**config.mk**
```make
export PLATFORM = sky130hd
export DESIGN_NAME = irda_mode_sequencer
export DESIGN_NICKNAME = d
export VERILOG_FILES = /design/src/rtl/irda_mode_sequencer_pkg.sv /design/src/rtl/irda_mode_sequencer.sv
export SDC_FILE = /design/constraint.sdc
export NUM_CORES = 1
export LEC_CHECK = 0
export ABC_AREA = 1
export CORE_ASPECT_RATIO = 1.4
export CORE_MARGIN = 2
export CORE_UTILIZATION = 30
export CTS_BUF_LIST = sky130_fd_sc_hd__clkbuf_8
export DETAILED_ROUTE_END_ITERATION = 6
export GPL_TIMING_DRIVEN = 1
export SLEW_MARGIN = 20
export SYNTH_ARGS = -nofsm -noshare
export SYNTH_HDL_FRONTEND = slang
export SYNTH_SLANG_ARGS = --single-unit
```
**constraint.sdc**
```tcl
create_clock -name wb_clk_i -period 1.7 [get_ports wb_clk_i]
set_input_delay 0.34 -clock wb_clk_i [delete_from_list [all_inputs] [get_ports wb_clk_i]]
set_output_delay 0.34 -clock wb_clk_i [all_outputs]
set_load 0.01 [all_outputs]
```
**src/rtl/irda_mode_sequencer_pkg.sv**
```systemverilog
// Shared encodings for the IrDA mode sequencer: requested-mode codes, FSM
// state constants and the mode-to-datapath decode.
package irda_mode_sequencer_pkg;

    localparam logic [1:0] IRDA_MODE_SIR  = 2'b00;
    localparam logic [1:0] IRDA_MODE_MIR  = 2'b01;
    localparam logic [1:0] IRDA_MODE_MIRH = 2'b10;
    localparam logic [1:0] IRDA_MODE_FIR  = 2'b11;

    localparam logic [2:0] ST_IDLE   = 3'd0;
    localparam logic [2:0] ST_DRAIN  = 3'd1;
    localparam logic [2:0] ST_CLEAR  = 3'd2;
    localparam logic [2:0] ST_COMMIT = 3'd3;
    localparam logic [2:0] ST_SETTLE = 3'd4;

    typedef struct packed {
        logic fast;
        logic mir;
        logic mir_half;
        logic fir;
    } irda_mode_flags_t;

    function automatic irda_mode_flags_t irda_decode_mode(input logic [1:0] mode);
        irda_mode_flags_t flags;
        case (mode)
            IRDA_MODE_SIR:  flags = '{fast: 1'b0, mir: 1'b0, mir_half: 1'b0, fir: 1'b0};
            IRDA_MODE_MIR:  flags = '{fast: 1'b1, mir: 1'b1, mir_half: 1'b0, fir: 1'b0};
            IRDA_MODE_MIRH: flags = '{fast: 1'b1, mir: 1'b1, mir_half: 1'b1, fir: 1'b0};
            IRDA_MODE_FIR:  flags = '{fast: 1'b1, mir: 1'b0, mir_half: 1'b0, fir: 1'b1};
            default:        flags = '{fast: 1'b0, mir: 1'b0, mir_half: 1'b0, fir: 1'b0};
        endcase
        return flags;
    endfunction

endpackage

```
**src/rtl/irda_mode_sequencer.sv**
```systemverilog
// Sequences IrDA SIR/MIR/FIR mode changes: drain TX, clear FIFOs, commit mode
// and loopback with an enable-generator reload, then settle before reporting done.
module irda_mode_sequencer
    import irda_mode_sequencer_pkg::*;
#(
    parameter int FIFO_PTR_W    = 4,
    parameter int SETTLE_CYCLES = 16,
    parameter int DRAIN_TIMEOUT = 65535
) (
    input  logic                  wb_clk_i,
    input  logic                  wb_rst_i,
    input  logic                  req_i,
    input  logic [1:0]            req_mode_i,
    input  logic                  req_loopback_i,
    input  logic [FIFO_PTR_W:0]   txfifo_count_i,
    input  logic                  tx_busy_i,
    input  logic                  rx_busy_i,
    output logic                  fast_mode_o,
    output logic                  mir_mode_o,
    output logic                  mir_half_o,
    output logic                  fir_mode_o,
    output logic                  loopback_o,
    output logic                  tx_hold_o,
    output logic                  tx_fifo_clear_o,
    output logic                  rx_fifo_clear_o,
    output logic                  en_reload_o,
    output logic                  busy_o,
    output logic                  done_o,
    output logic                  timeout_o
);

    // Counter preloads: DRAIN and SETTLE each count down to zero inclusive.
    localparam logic [15:0] DRAIN_LOAD  = 16'(DRAIN_TIMEOUT - 1);
    localparam logic [15:0] SETTLE_LOAD = 16'(SETTLE_CYCLES - 1);

    logic [2:0]        state_r;
    logic [2:0]        state_s;
    logic [15:0]       cnt_r;
    logic [15:0]       cnt_s;

    logic [1:0]        mode_r;
    logic              loop_r;
    irda_mode_flags_t  flags_r;

    logic [1:0]        latched_mode_r;
    logic [1:0]        latched_mode_s;
    logic              latched_loop_r;
    logic              latched_loop_s;

    logic              pend_valid_r;
    logic [1:0]        pend_mode_r;
    logic              pend_loop_r;

    logic              timeout_r;
    logic              timeout_s;
    logic              done_r;
    logic              done_s;
    logic              busy_r;
    logic              hold_r;
    logic              clear_r;
    logic              reload_r;

    logic              req_valid_s;
    logic [1:0]        req_sel_mode_s;
    logic              req_sel_loop_s;
    logic              drain_ok_s;

    // Request source: a live request is newer than anything held in the pending slot.
    always_comb begin
        req_valid_s    = req_i | pend_valid_r;
        req_sel_mode_s = pend_mode_r;
        req_sel_loop_s = pend_loop_r;
        if (req_i) begin
            req_sel_mode_s = req_mode_i;
            req_sel_loop_s = req_loopback_i;
        end else begin
            req_sel_mode_s = pend_mode_r;
            req_sel_loop_s = pend_loop_r;
        end
        drain_ok_s = (txfifo_count_i == {(FIFO_PTR_W + 1){1'b0}}) && !tx_busy_i && !rx_busy_i;
    end

    // Next-state, shared drain/settle counter and latched-request logic.
    always_comb begin
        state_s        = state_r;
        cnt_s          = cnt_r;
        latched_mode_s = latched_mode_r;
        latched_loop_s = latched_loop_r;
        timeout_s      = timeout_r;
        done_s         = 1'b0;
        case (state_r)
            ST_IDLE: begin
                if (req_valid_s) begin
                    if ((req_sel_mode_s == mode_r) && (req_sel_loop_s == loop_r)) begin
                        done_s = 1'b1;
                    end else begin
                        latched_mode_s = req_sel_mode_s;
                        latched_loop_s = req_sel_loop_s;
                        timeout_s      = 1'b0;
                        cnt_s          = DRAIN_LOAD;
                        state_s        = ST_DRAIN;
                    end
                end else begin
                    state_s = ST_IDLE;
                end
            end
            ST_DRAIN: begin
                if (drain_ok_s) begin
                    cnt_s   = 16'd0;
                    state_s = ST_CLEAR;
                end else if (cnt_r == 16'd0) begin
                    timeout_s = 1'b1;
                    state_s   = ST_CLEAR;
                end else begin
                    cnt_s = cnt_r - 16'd1;
                end
            end
            ST_CLEAR: begin
                state_s = ST_COMMIT;
            end
            ST_COMMIT: begin
                cnt_s   = SETTLE_LOAD;
                state_s = ST_SETTLE;
            end
            ST_SETTLE: begin
                if (cnt_r == 16'd0) begin
                    done_s  = 1'b1;
                    state_s = ST_IDLE;
                end else begin
                    cnt_s = cnt_r - 16'd1;
                end
            end
            default: begin
                cnt_s   = 16'd0;
                state_s = ST_IDLE;
            end
        endcase
    end

    // FSM state, counter, latched request and timeout flag.
    always_ff @(posedge wb_clk_i or posedge wb_rst_i) begin
        if (wb_rst_i) begin
            state_r        <= ST_IDLE;
            cnt_r          <= 16'd0;
            latched_mode_r <= IRDA_MODE_SIR;
            latched_loop_r <= 1'b0;
            timeout_r      <= 1'b0;
        end else begin
            state_r        <= state_s;
            cnt_r          <= cnt_s;
            latched_mode_r <= latched_mode_s;
            latched_loop_r <= latched_loop_s;
            timeout_r      <= timeout_s;
        end
    end

    // One-deep pending slot; whatever it holds is consumed on the first IDLE cycle.
    always_ff @(posedge wb_clk_i or posedge wb_rst_i) begin
        if (wb_rst_i) begin
            pend_valid_r <= 1'b0;
            pend_mode_r  <= IRDA_MODE_SIR;
            pend_loop_r  <= 1'b0;
        end else if (state_r != ST_IDLE) begin
            if (req_i) begin
                pend_valid_r <= 1'b1;
                pend_mode_r  <= req_mode_i;
                pend_loop_r  <= req_loopback_i;
            end else begin
                pend_valid_r <= pend_valid_r;
            end
        end else begin
            pend_valid_r <= 1'b0;
        end
    end

    // Committed mode and loopback change only on the edge entering COMMIT.
    always_ff @(posedge wb_clk_i or posedge wb_rst_i) begin
        if (wb_rst_i) begin
            mode_r  <= IRDA_MODE_SIR;
            loop_r  <= 1'b0;
            flags_r <= irda_decode_mode(IRDA_MODE_SIR);
        end else if (state_s == ST_COMMIT) begin
            mode_r  <= latched_mode_r;
            loop_r  <= latched_loop_r;
            flags_r <= irda_decode_mode(latched_mode_r);
        end else begin
            mode_r  <= mode_r;
        end
    end

    // Status and strobe outputs registered from the next state so they align with it.
    always_ff @(posedge wb_clk_i or posedge wb_rst_i) begin
        if (wb_rst_i) begin
            busy_r   <= 1'b0;
            hold_r   <= 1'b0;
            clear_r  <= 1'b0;
            reload_r <= 1'b0;
            done_r   <= 1'b0;
        end else begin
            busy_r   <= (state_s != ST_IDLE);
            hold_r   <= (state_s != ST_IDLE);
            clear_r  <= (state_s == ST_CLEAR);
            reload_r <= (state_s == ST_COMMIT);
            done_r   <= done_s;
        end
    end

    assign fast_mode_o     = flags_r.fast;
    assign mir_mode_o      = flags_r.mir;
    assign mir_half_o      = flags_r.mir_half;
    assign fir_mode_o      = flags_r.fir;
    assign loopback_o      = loop_r;
    assign tx_hold_o       = hold_r;
    assign tx_fifo_clear_o = clear_r;
    assign rx_fifo_clear_o = clear_r;
    assign en_reload_o     = reload_r;
    assign busy_o          = busy_r;
    assign done_o          = done_r;
    assign timeout_o       = timeout_r;

endmodule

```
Yosys cells after proc, flatten, opt, wreduce, memory -nomap -nowiden:

Index checks and enable logic that the tools add are counted.

* register bits after elaboration: 38
* input port bits: 13
* output and inout port bits: 12
* logic and storage cells: 78

* $add $sub $neg: 1
* eq/ne operators: 16
* muxes and demuxes: 25
* bitwise logic cells: 3
* reduce and logical (&&, ||, !) cells: 15

Operator list (number)
* one-hot mux 16 bit (5 select lines): 1
* two-way mux 16 bit: 4
* logical NOT 16 bit: 1
* one-hot mux 4 bit (4 select lines): 1
* subtractor 16 x 1 -> 16 bit, second input constant: 1
* two-way mux 3 bit: 5
* one-hot mux 3 bit (5 select lines): 1
* == test 3 x 2 -> 1 bit, second input constant: 4
* two-way mux 1 bit: 10
* inequality test 2 bit, second input constant: 5
* AND reduction 3 bit: 2
* nonzero test 3 bit: 2
* logical NOT 5 bit: 1
* AND reduction 5 bit: 1
* == test 2 bit, second input constant: 2
* one-hot mux 1 bit (2 select lines): 2
* == test 3 x 1 -> 1 bit, second input constant: 1
* == test 3 bit, second input constant: 1
* logical AND 1 bit: 3
* logical NOT 3 bit: 1
* == test 2 x 1 -> 1 bit, second input constant: 1
* == test 2 bit: 1
* logical NOT 1 bit: 2
* logical NOT 2 bit: 1
* 5 further kinds: 6

Longest topological paths before layout:

Gate-level depths: netlist (run 1).

* depth after elaboration: 7
* mapped depth: 12

Worst setup path before layout (run 1):

OpenSTA, ideal clock, no wires.

* path type: flip-flop to flip-flop
* start: reg cnt_r[0]
* end: reg cnt_r[11]
* setup time: 0.121 ns
* arrival: 1.398 ns
* required time: 1.579 ns
* setup slack: 0.181 ns
* cell stages (with the launch flop): 11
* path buffers: 1
* period minus slack after synthesis: 1.519 ns
* cells stage by stage: dfrtp_1 > inv_1 > ha_1 > inv_1 > nor3_1 > nand2_1 > buf_2 > inv_1 > nor2_1 > nand4_1 > nand2_1

* longest elaborated chain between the ends: 4

RTL lines
* from (decl): line irda_mode_sequencer.sv:38 `logic [15:0] cnt_r;`
* from (signal assigned): line irda_mode_sequencer.sv:150 `cnt_r <= cnt_s;`
* subtractor 16 x 1 -> 16 bit / logical NOT 16 bit (equally long branches)
* two-way mux 16 bit (*): line irda_mode_sequencer.sv:111, irda_mode_sequencer.sv:126
* two-way mux 16 bit: line irda_mode_sequencer.sv:108 `if (drain_ok_s) begin`
* one-hot mux 16 bit (5 select lines) (*): line irda_mode_sequencer.sv:91 `case (state_r)`

Every way passes the cells marked *; elsewhere a longest branch is shown, timed or not.
A chain may end at the register's enable or synchronous reset.

Worst setup path in the final report (run 1):

* start: reg loop_r, in the netlist loopback_o
* end: out loopback_o

RTL lines
* from (decl): line irda_mode_sequencer.sv:42 `logic loop_r;`
* from (signal assigned): line irda_mode_sequencer.sv:184 `loop_r <= latched_loop_r;`
* to (decl): line irda_mode_sequencer.sv:22 `output logic loopback_o,`

No word-level cell between the ends.

==> summary.md, run 1 <==
| Metric | Value |
|---|---|
| Slew HR | 81.0% |
| Ports | 25 |
| Core Area | 0.00765 mm² |
| CP Capture Type | primary output |
| Critical path launch point type | flop |
| Crit path max-delay family | buffers and inverters |
| CTS buffer count | 5 |
| # hold bufs at CTS | 0 |
| Pins over their slew limit | 0 |
| Total number of yosys warnings | 0 |
| Crit path max fanout | 4 |
| R2R setup slack | 0.13 ns |
| Htree depth | 2 |
| Max cap viols | 0 |
| # port buffers | 24 |
| Distinct cells, synth | 29 |
| Post-layout min period | 1.59 ns |
| Synth top area share | 40.8% |
| Area Overhead vs Synth | 32.1% |
| Final-stage net count | 402 |
| Iteration-0 DRC count of the detailed router | 122 |
| Area contributors post-synth | dfrtp_1 (41%), nand2_1 (16%), nand3_1 (7.5%), nor2_1 (7.1%), inv_1 (5.3%) |
| Pwr Density | 1780 mW/mm² |
| Critical path cell sequence | clkdlybuf4s50_1 |
| Routed len/inst | 11.7 µm |
| Largest net degree at the start of global routing | 36 |
| Final period util | 93.7% |
| WP data required | 1.36 ns |
| Initial Utilization | 30.4% |
| Worst-Skew Late Latency | 0.29 ns |
| Syn Std Cell Area | 0.00233 mm² |
| Grt total ovfl | 0 |
| Fraction of layout instances using a drive strength above 1 | 19.0% |
| Crit path DAT | 1.25 ns |
| GRT Total Usage | 15.0% |
| Initial antenna violation count | 0 |
| CP peak stage delay | 0.56 ns |
| Fin. Hold Viols | 0 |
| DIE AREA | 0.00849 mm² |
| WP buf/inv | 1 |
| Commonest non-fill, non-tap cell in the layout | nand2_1 |
| P_leak | 0.00154 µW |
| DR pass1 iterations | 4 |
| First-pass GRT wire length | 10100 µm |
| Clk root buf | clkbuf_8 |
| CP max-delay cell | clkdlybuf4s50_1 |
| CTS Buffer Depth | 2 |
| Critical path class | flop to primary output |
| Syn Inst Count | 322 |
| Achievable Freq | 0.628 GHz |
| Antenna-violating nets left | 0 |
| RSZ-0062 raised after global routing | no |
| Final WS setup | 0.107 ns |
| # DRC | 0 |
| Reg clk slew, reported paths | 0.08 ns |
| Via density | 4.53 |
| Yosys reg bits | 38 |
| Site Rows | 38 |
| Antenna Cells | 0 |
| Synth area leader | dfrtp_1 |
| Overall routed net length | 5690 µm |
| DP HPWL | 4500 µm |
| Clock sinks | 38 |
| Syn Area/Cell | 7.23 µm² |
| Die H | 108 µm |
| HP Class | input pin to asynchronous set/reset pin |
| Endpoints failing setup | 0 |
| Max VDD drop | 0.000870 V |
| Run status | complete, no violations |
| Most frequent cells in the layout | nand2_1 (101), nor2_1 (41), dfrtp_1 (38) |
| Syn nets | 340 |
| Clock skew | 0.00709 ns |
| Register area share after synthesis | 40.8% |
| Least-Margin Pin Slew | 0.285 ns |
| Final hold slack | 0.255 ns |
| Placement Setup Slack | -0.300 ns |
| CTS tree | built |
| Vias in the first global route | 2351 |
| Vias | 2195 |
| GPL Wtd Cong | 0.881 |
| Die W | 78.5 µm |
==> cell families after synthesis <==
| kind of cell | share of synthesized area [%] |
|---|---|
| AND/OR/NAND/NOR | 41.4 |
| buffers and inverters | 8.33 |
| flip-flops | 40.8 |
| AO/OA/AOI/OAI | 4.89 |
| XOR/XNOR | 1.88 |
| adder cells (fa/ha/maj) | 2.69 |
==> where the power goes <==
group / leakage [µW] / switching (µW) / total, µW / internal [µW]
Sequential: 0.000474 / 288 / 1610 / 1320
Clock: 0.0000524 / 331 / 653 / 322
Combinational: 0.00101 / 1750 / 3210 / 1460
Total: 0.00154 / 2370 / 5470 / 3100
==> worst reg2reg max path, delay by kind of cell (launching register included) <==
kind	cells	cell delay (ns)
AND/OR/NAND/NOR	5	0.56
flip-flops	1	0.39
AO/OA/AOI/OAI	1	0.07
adder cells (fa/ha/maj)	1	0.15
buffers and inverters	3	0.26
==> state kept, by name, summed over array words and instances (netlist names), 2 cells and up <==
name            flops
mode_r              2
pend_mode_r         2
cnt_r              16
latched_mode_r      2
state_r             3
==> repair_timing <==
item,in CTS,in global routing
hold endpoints to repair,0,0
setup buffers,0,1
setup endpoints to repair,2,11
gates resized for setup,1,9
cloned,0,0
pin swaps,0,1
==> cells in the mapped netlist (all sizes together) <==
| library cell | n |
|---|---|
| xnor2 | 3 |
| nand3b | 3 |
| buf | 7 |
| nand3 | 37 |
| o21ai | 9 |
| nand4 | 9 |
| o32ai | 1 |
| nor3 | 2 |
| a21oi | 5 |
| a31oi | 2 |
| o21bai | 1 |
| nand2 | 109 |
| nor2 | 49 |
| a21o | 2 |
| ha | 5 |
| inv | 38 |
| dfrtp | 38 |
| xor2 | 2 |
==> worst paths after layout <==
path | startpoint | end | depth (start not counted)
max | loopback_o$_DFFE_PP0N_ | loopback_o | 1
min | wb_rst_i | rx_fifo_clear_o$_DFF_PP0_ | 2
max reg2reg | cnt_r[0]$_DFFE_PP0P_ | cnt_r[5]$_DFFE_PP0P_ | 10
min reg2reg | mir_half_o$_DFFE_PP0N_ | mir_half_o$_DFFE_PP0N_ | 2
max in group asynchronous | wb_rst_i | latched_mode_r[1]$_DFFE_PP0P_ | 3
min in group wb_clk_i | mir_half_o$_DFFE_PP0N_ | mir_half_o$_DFFE_PP0N_ | 2
==> metrics by stage <==
stage	area (µm²)	utilization (%)	TNS [ns]	total power, µW	std cells
after floorplan	2330	-	0	3550	322
after global placement	2950	38.5	-4.06	4770	476
after detailed placement	2950	38.5	-5.16	4790	476
after CTS	3040	39.7	0	5450	484
after global routing	3080	40.2	0	6000	485
final	3080	40.2	0	5470	485
==> per-layer routing <==
layer | up-vias | track usage (%) | routed length [µm]
li1 | 1136 | - | -
met1 | 1023 | 15.1 | 2250
met2 | 28 | 29.2 | 3190
met3 | 8 | 3.17 | 146
met4 | 0 | 6.27 | 100
met5 | - | 0 | 0
==> area by class of cell <==
cell class | instances | area (µm²)
clock buffer | 6 | 82.6
clock inverter | 2 | 8.76
fill | 781 | 4580
inverter | 38 | 148
multi-input combinational | 239 | 1210
sequential | 38 | 951
tap | 100 | 125
timing repair buffer | 62 | 549
No activity file was read; power rests on OpenSTA's default activity.
==> inputs of run 2 (changes only) <==
--- a/config.mk
+++ b/config.mk
@@ -12,6 +12,7 @@
 export CTS_BUF_LIST = sky130_fd_sc_hd__clkbuf_8
 export DETAILED_ROUTE_END_ITERATION = 6
 export GPL_TIMING_DRIVEN = 1
+export MAX_ROUTING_LAYER = met4
 export SLEW_MARGIN = 20
 export SYNTH_ARGS = -nofsm -noshare
 export SYNTH_HDL_FRONTEND = slang
==> summary.md, run 2 (synthesis results as in run 1) <==
| Metric | Value |
|---|---|
| Core Area | 0.00765 mm² (unchanged) |
| DIE AREA | 0.00849 mm² (unchanged) |
| WP buf/inv | 1 (unchanged) |
| Fin. Hold Viols | 0 (unchanged) |
| Clock skew | 0.00691 ns (-0.000189 ns) |
| CTS tree | built |
| Routed len/inst | 11.7 µm (about the same) |
| DP Cell Count | 476 (unchanged) |
| Max VDD drop | 0.000870 V (about the same) |
| Htree depth | 2 (unchanged) |
| HP Class | input pin to asynchronous set/reset pin |
| Max cap viols | 0 (unchanged) |
| Crit path DAT | 1.25 ns (about the same) |
| Biggest register | cnt_r |
| Reg clk slew, reported paths | 0.08 ns (about the same) |
| Final period util | 93.6% (-0.099 points) |
| Final-stage net count | 402 (unchanged) |
| First-pass GRT wire length | 10100 µm (unchanged) |
| Site Rows | 38 (unchanged) |
| Finished Layout Cells | 485 (unchanged) |
| Antenna-violating nets left | 0 (unchanged) |
| # DRC | 0 (unchanged) |
| Run status | complete, no violations |
| Largest regs | cnt_r: 16 flops, state_r: 3 flops |
| Post-layout min period | 1.59 ns (-0.00168 ns) |
| Via density | 4.53 (+0.14%) |
| Crit path max-delay family | buffers and inverters |
| CTS Buffer Depth | 2 (unchanged) |
| Final WS setup | 0.109 ns (+0.00167 ns) |
| Placement Setup Slack | -0.300 ns (unchanged) |
| DR pass1 iterations | 4 (unchanged) |
| Iteration-0 DRC count of the detailed router | 122 (unchanged) |
| Initial antenna violation count | 0 (unchanged) |
| Area Overhead vs Synth | 32.1% (unchanged) |
| Critical path cell sequence | clkdlybuf4s50_1 |
| Slew HR | 81.0% (about the same) |
| # hold bufs at CTS | 0 (unchanged) |
| Die H | 108 µm (unchanged) |
| Fraction of layout instances using a drive strength above 1 | 19.0% (unchanged) |
| Ports | 25 (unchanged) |
| Layout filler cell count | 781 (unchanged) |
| Clk root buf | clkbuf_8 |
| Commonest non-fill, non-tap cell in the layout | nand2_1 |
| Final Power | 5470 µW (about the same) |
| DP HPWL | 4500 µm (unchanged) |
| Most frequent cells in the layout | nand2_1 (101), nor2_1 (41), dfrtp_1 (38) |
| P_leak | 0.00154 µW (unchanged) |
| Final hold slack | 0.257 ns (+0.00128 ns) |
| CP max-delay cell | clkdlybuf4s50_1 |
| Largest register FFs | 16 (unchanged) |
| Initial Utilization | 30.4% (unchanged) |
| Pins over their slew limit | 0 (unchanged) |
| Endpoints failing setup | 0 (unchanged) |
| Pwr Density | 1780 mW/mm² (about the same) |
| Overall routed net length | 5690 µm (about the same) |
| Largest net degree at the start of global routing | 36 (unchanged) |
| # port buffers | 24 (unchanged) |
| Crit path max fanout | 4 (unchanged) |
| Vias | 2198 (+0.14%) |
| Die W | 78.5 µm (unchanged) |
| Antenna Cells | 0 (unchanged) |
| RSZ-0062 raised after global routing | no |
| GPL Wtd Cong | 0.896 (+1.7%) |
| CP Capture Type | primary output |
| Grt total ovfl | 0 (unchanged) |
| WP data required | 1.36 ns (about the same) |
| Critical path launch point type | flop |
| Worst-Skew Late Latency | 0.29 ns (about the same) |
| Critical path class | flop to primary output |
| GRT Total Usage | 15.4% (+0.43 points) |
| CP peak stage delay | 0.56 ns (about the same) |
| Vias in the first global route | 2350 (-0.043%) |
| Achievable Freq | 0.628 GHz (+0.11%) |
| Least-Margin Pin Slew | 0.284 ns (-0.000939 ns) |
| Clock sinks | 38 (unchanged) |
| CTS buffer count | 5 (unchanged) |
==> run 2: cell counts in the layout (fill, tap and decap cells not counted) <==
Identical to the previous run, type by type.
==> run 2: metrics by stage <==
step / utilization, % / TNS [ns] / instance area (µm²)
after floorplan: - / 0 / 2330
after global placement: 38.5 / -4.06 / 2950
after detailed placement: 38.5 / -5.16 / 2950
after CTS: 39.7 / 0 / 3040
after global routing: 40.2 / 0 / 3080
final: 40.2 / 0 / 3080
==> run 2: final timing paths <==
path                                   startpoint                             to  slack [ns]  cells after the start
max                        loopback_o$_DFFE_PP0N_                     loopback_o        0.11                      1
min                                      wb_rst_i      rx_fifo_clear_o$_DFF_PP0_        0.26                      2
max reg2reg                  cnt_r[0]$_DFFE_PP0P_           cnt_r[5]$_DFFE_PP0P_        0.13                     10
min reg2reg                mir_half_o$_DFFE_PP0N_         mir_half_o$_DFFE_PP0N_        0.49                      2
max in group asynchronous                wb_rst_i  latched_mode_r[1]$_DFFE_PP0P_        1.00                      3
min in group wb_clk_i      mir_half_o$_DFFE_PP0N_         mir_half_o$_DFFE_PP0N_        0.49                      2
==> run 2: where the power goes <==
part,internal [µW],switching [µW],leakage [µW]
sequential,1320,289,0.000474
clock,322,330,0.0000524
combinational,1460,1750,0.00101
==> run 2: timing repair <==
action | in CTS | in global routing
endpoints found under the setup margin | 2 | 11
pin swaps | 0 | 1
resized for setup | 1 | 9
cloned | 0 | 0
setup buffers | 0 | 1
==> run 2: area by class of cell <==
type	count	area, µm²	share of cell area, %
clock buffer	6	82.6	2.69
clock inverter	2	8.76	0.285
inverter	38	148	4.80
multi-input combinational	239	1210	39.4
sequential	38	951	30.9
tap	100	125	4.07
timing repair buffer	62	549	17.9
==> run 2: layer usage <==
metal,part of all wire [%],GRT usage (%),vias to the layer above
li1,-,-,1137
met1,39,15.2,1020
met2,56,29.2,33
met3,2.7,3.01,8
met4,1.6,6.27,0
met5,0,-,-
==> inputs of run 3 (changes only) <==
--- a/config.mk
+++ b/config.mk
@@ -8,10 +8,9 @@
 export ABC_AREA = 1
 export CORE_ASPECT_RATIO = 1.4
 export CORE_MARGIN = 2
-export CORE_UTILIZATION = 30
-export CTS_BUF_LIST = sky130_fd_sc_hd__clkbuf_8
+export CORE_UTILIZATION = 40
 export DETAILED_ROUTE_END_ITERATION = 6
-export GPL_TIMING_DRIVEN = 1
+export GPL_TIMING_DRIVEN = 0
 export MAX_ROUTING_LAYER = met4
 export SLEW_MARGIN = 20
 export SYNTH_ARGS = -nofsm -noshare
==> summary.md, run 3 (synthesis results as in run 1) <==
| Metric | Value |
|---|---|
| CTS Buffer Depth | 2 (unchanged) |
| WP buf/inv | 3 (+2) |
| Vias in the first global route | 1987 (-15%) |
| Final period util | 94.1% (+0.49 points) |
| Initial antenna violation count | 0 (unchanged) |
| GPL Wtd Cong | 0.927 (+3.4%) |
| Largest regs | cnt_r: 16 flops, state_r: 3 flops |
| Combinational power share | 52.1% (-6.5 points) |
| Reg clk slew, reported paths | 0.08 ns (about the same) |
| Share of power burned in registers | 33.1% (+3.7 points) |
| DP HPWL | 4110 µm (-8.7%) |
| Post-layout min period | 1.60 ns (+0.00828 ns) |
| First-pass GRT wire length | 9270 µm (-8.4%) |
| Largest net degree at the start of global routing | 34 (-5.6%) |
| Util after Layout | 51.6% (+11 points) |
| Htree depth | 2 (unchanged) |
| Least-Margin Pin Slew | 0.461 ns (+0.177 ns) |
| # hold bufs at CTS | 0 (unchanged) |
| Achievable Freq | 0.625 GHz (-0.52%) |
| Critical Path Start | cnt_r[0]$_DFFE_PP0P_ |
| Pins over their slew limit | 0 (unchanged) |
| DP Cell Count | 415 (-13%) |
| # DRC | 0 (unchanged) |
| Antenna-violating nets left | 0 (unchanged) |
| P_leak | 0.00141 µW (-8.2%) |
| Routed len/inst | 13.0 µm (+11%) |
| Run status | complete, no violations |
| Most frequent cells in the layout | nand2_1 (100), nor2_1 (40), dfrtp_1 (37) |
| Critical path launch point type | flop |
| Finished Layout Cells | 429 (-12%) |
| CP peak stage delay | 0.41 ns (-0.15 ns) |
| Via density | 4.94 (+9.1%) |
| Iteration-0 DRC count of the detailed router | 138 (+13%) |
| Pwr Density | 1810 mW/mm² (+1.6%) |
| CTS buffer count | 5 (unchanged) |
| Sw power | 2320 µW (-2.2%) |
| Core Area | 0.00557 mm² (-27%) |
| # port buffers | 24 (unchanged) |
| Crit path max fanout | 10 (+6) |
| CP Depth | 10 (+9) |
| Clock skew | 0.00964 ns (+0.00273 ns) |
| Fraction of layout instances using a drive strength above 1 | 15.5% (-3.4 points) |
| GRT Total Usage | 19.7% (+4.3 points) |
| WP data required | 1.89 ns (+0.53 ns) |
| Max VDD drop | 0.000915 V (+5.1%) |
| Commonest non-fill, non-tap cell in the layout | nand2_1 |
| Area Overhead vs Synth | 23.3% |
| Vias | 2121 (-3.5%) |
| Ports | 25 (unchanged) |
| Biggest register | cnt_r |
| Die H | 94.3 µm (-13%) |
| Worst-Skew Late Latency | 0.29 ns (about the same) |
| Antenna Cells | 0 (unchanged) |
| Slew HR | 69.2% (-12 points) |
| Overall routed net length | 5560 µm (-2.2%) |
| Clock sinks | 38 (unchanged) |
| DIE AREA | 0.00646 mm² (-24%) |
| Grt total ovfl | 0 (unchanged) |
| DR pass1 iterations | 4 (unchanged) |
| Crit path max-delay family | simple AND/OR/NAND/NOR gates |
| FF-to-FF End | cnt_r[12]$_DFFE_PP0P_ |
| Reg-to-Reg Start | cnt_r[0]$_DFFE_PP0P_ |
| Internal | 2870 µW (-7.3%) |
| Crit path top cell by count | nand2_1 |
| Layout filler cell count | 579 (-26%) |
| Site Rows | 32 (-16%) |
| Die W | 68.5 µm (-13%) |
| Switching Fraction | 44.6% (+1.3 points) |
| Worst Setup EP | cnt_r[12]$_DFFE_PP0P_ |
| Clk pwr share | 14.8% (+2.9 points) |
| Critical path cell sequence | inv_2, ha_2, inv_1, nor3_2, nand2_2, buf_6, nand3_1, nand2_1, nand4_1, nand2_1 |
| CTS tree | built |
| CP Capture Type | flop |
| RSZ-0062 raised after global routing | yes |
| Endpoints failing setup | 0 (unchanged) |
| Clk root buf | clkbuf_8 |
| Fin. Hold Viols | 0 (unchanged) |
| CP max-delay cell | dfrtp_1 |
| HP Class | input pin to asynchronous set/reset pin |
| R2R setup slack | 0.10 ns (-0.03 ns) |
| Final Power | 5190 µW (-5.1%) |
| Max cap viols | 0 (unchanged) |
| Initial Utilization | 41.8% (+11 points) |
| Final-stage net count | 378 (-6.0%) |
| FF-to-FF path depth | 10 (unchanged) |
| Crit path DAT | 1.79 ns (+0.54 ns) |
| Largest register FFs | 16 (unchanged) |
| Critical path class | flop to flop |
[run 3: cell count changes in the layout (fill, tap and decap cells not counted), moves of 2 or more]
cell	before	now
buf_6	0	2
buf_2	0	3
clkbuf_1	0	2
inv_2	6	8
inv_1	32	29
buf_4	36	8
[run 3: worst min-delay path by stage]
stage,start,endpoint,slack (ns),cells past startpoint
finish,wb_rst_i,tx_hold_o$_DFF_PP0_,0.25,2
global route,wb_rst_i,tx_hold_o$_DFF_PP0_,0.28,2
CTS,wb_rst_i,tx_hold_o$_DFF_PP0_,0.24,2
detailed placement,fir_mode_o$_DFFE_PP0N_,fir_mode_o$_DFFE_PP0N_,0.47,2
global placement,mir_mode_o$_DFFE_PP0N_,mir_mode_o$_DFFE_PP0N_,0.46,2
floorplan,mode_r[1]$_DFFE_PP0N_,mode_r[1]$_DFFE_PP0N_,0.47,2
[run 3: per-stage QoR]
| stage | area [µm²] | worst slack, ns | setup TNS (ns) | hold slack [ns] |
|---|---|---|---|---|
| floorplan | 2330 | 0.181 | 0 | 0.466 |
| global placement | 2650 | -0.403 | -21.76 | 0.459 |
| detailed placement | 2670 | -0.387 | -6.99 | 0.466 |
| CTS | 2790 | 0.0121 | 0 | 0.244 |
| global route | 2870 | -0.0387 | -0.0615 | 0.277 |
| finish | 2870 | 0.100 | 0 | 0.248 |
[run 3: power by group through the flow]
| stage | logic [µW] | clock network [µW] | registers (µW) |
|---|---|---|---|
| 2_1_floorplan | 1890 | 0 | 1660 |
| 3_3_place_gp | 2550 | 0 | 1710 |
| 3_5_place_dp | 2590 | 0 | 1710 |
| 4_1_cts | 2610 | 786 | 1700 |
| 5_1_grt | 3060 | 828 | 1780 |
| 6_report | 2700 | 768 | 1720 |
[run 3: timing repair]
item / in CTS / in global routing
buffers inserted: 0 / 6
setup endpoints to repair: 16 / 14
gates resized for setup: 6 / 12
hold endpoints to repair: 0 / 0
pin swaps: 0 / 3
[run 3: area by class of cell]
type / count / area (µm²) / share of cell area (%)
plain buffers: 7 / 52.6 / 1.83
clock buffers: 7 / 76.3 / 2.66
repair buffers: 31 / 304 / 10.6
multi-input cells: 239 / 1220 / 42.6
well taps: 68 / 85.1 / 2.96
inverters: 38 / 148 / 5.14
clock inverters: 1 / 30.0 / 1.05
flip-flops and latches: 38 / 952 / 33.2
[run 3: metal layers]
layer / part of all wire (%) / vias to the layer above / wire [µm] / GRT usage [%]
met2: 52 / 34 / 2920 / 32.3
met3: 2.8 / 15 / 155 / 3.84
li1: - / 1091 / - / -
met5: 0 / - / 0 / -
met1: 41 / 981 / 2300 / 22.9
met4: 3.5 / 0 / 193 / 8.33
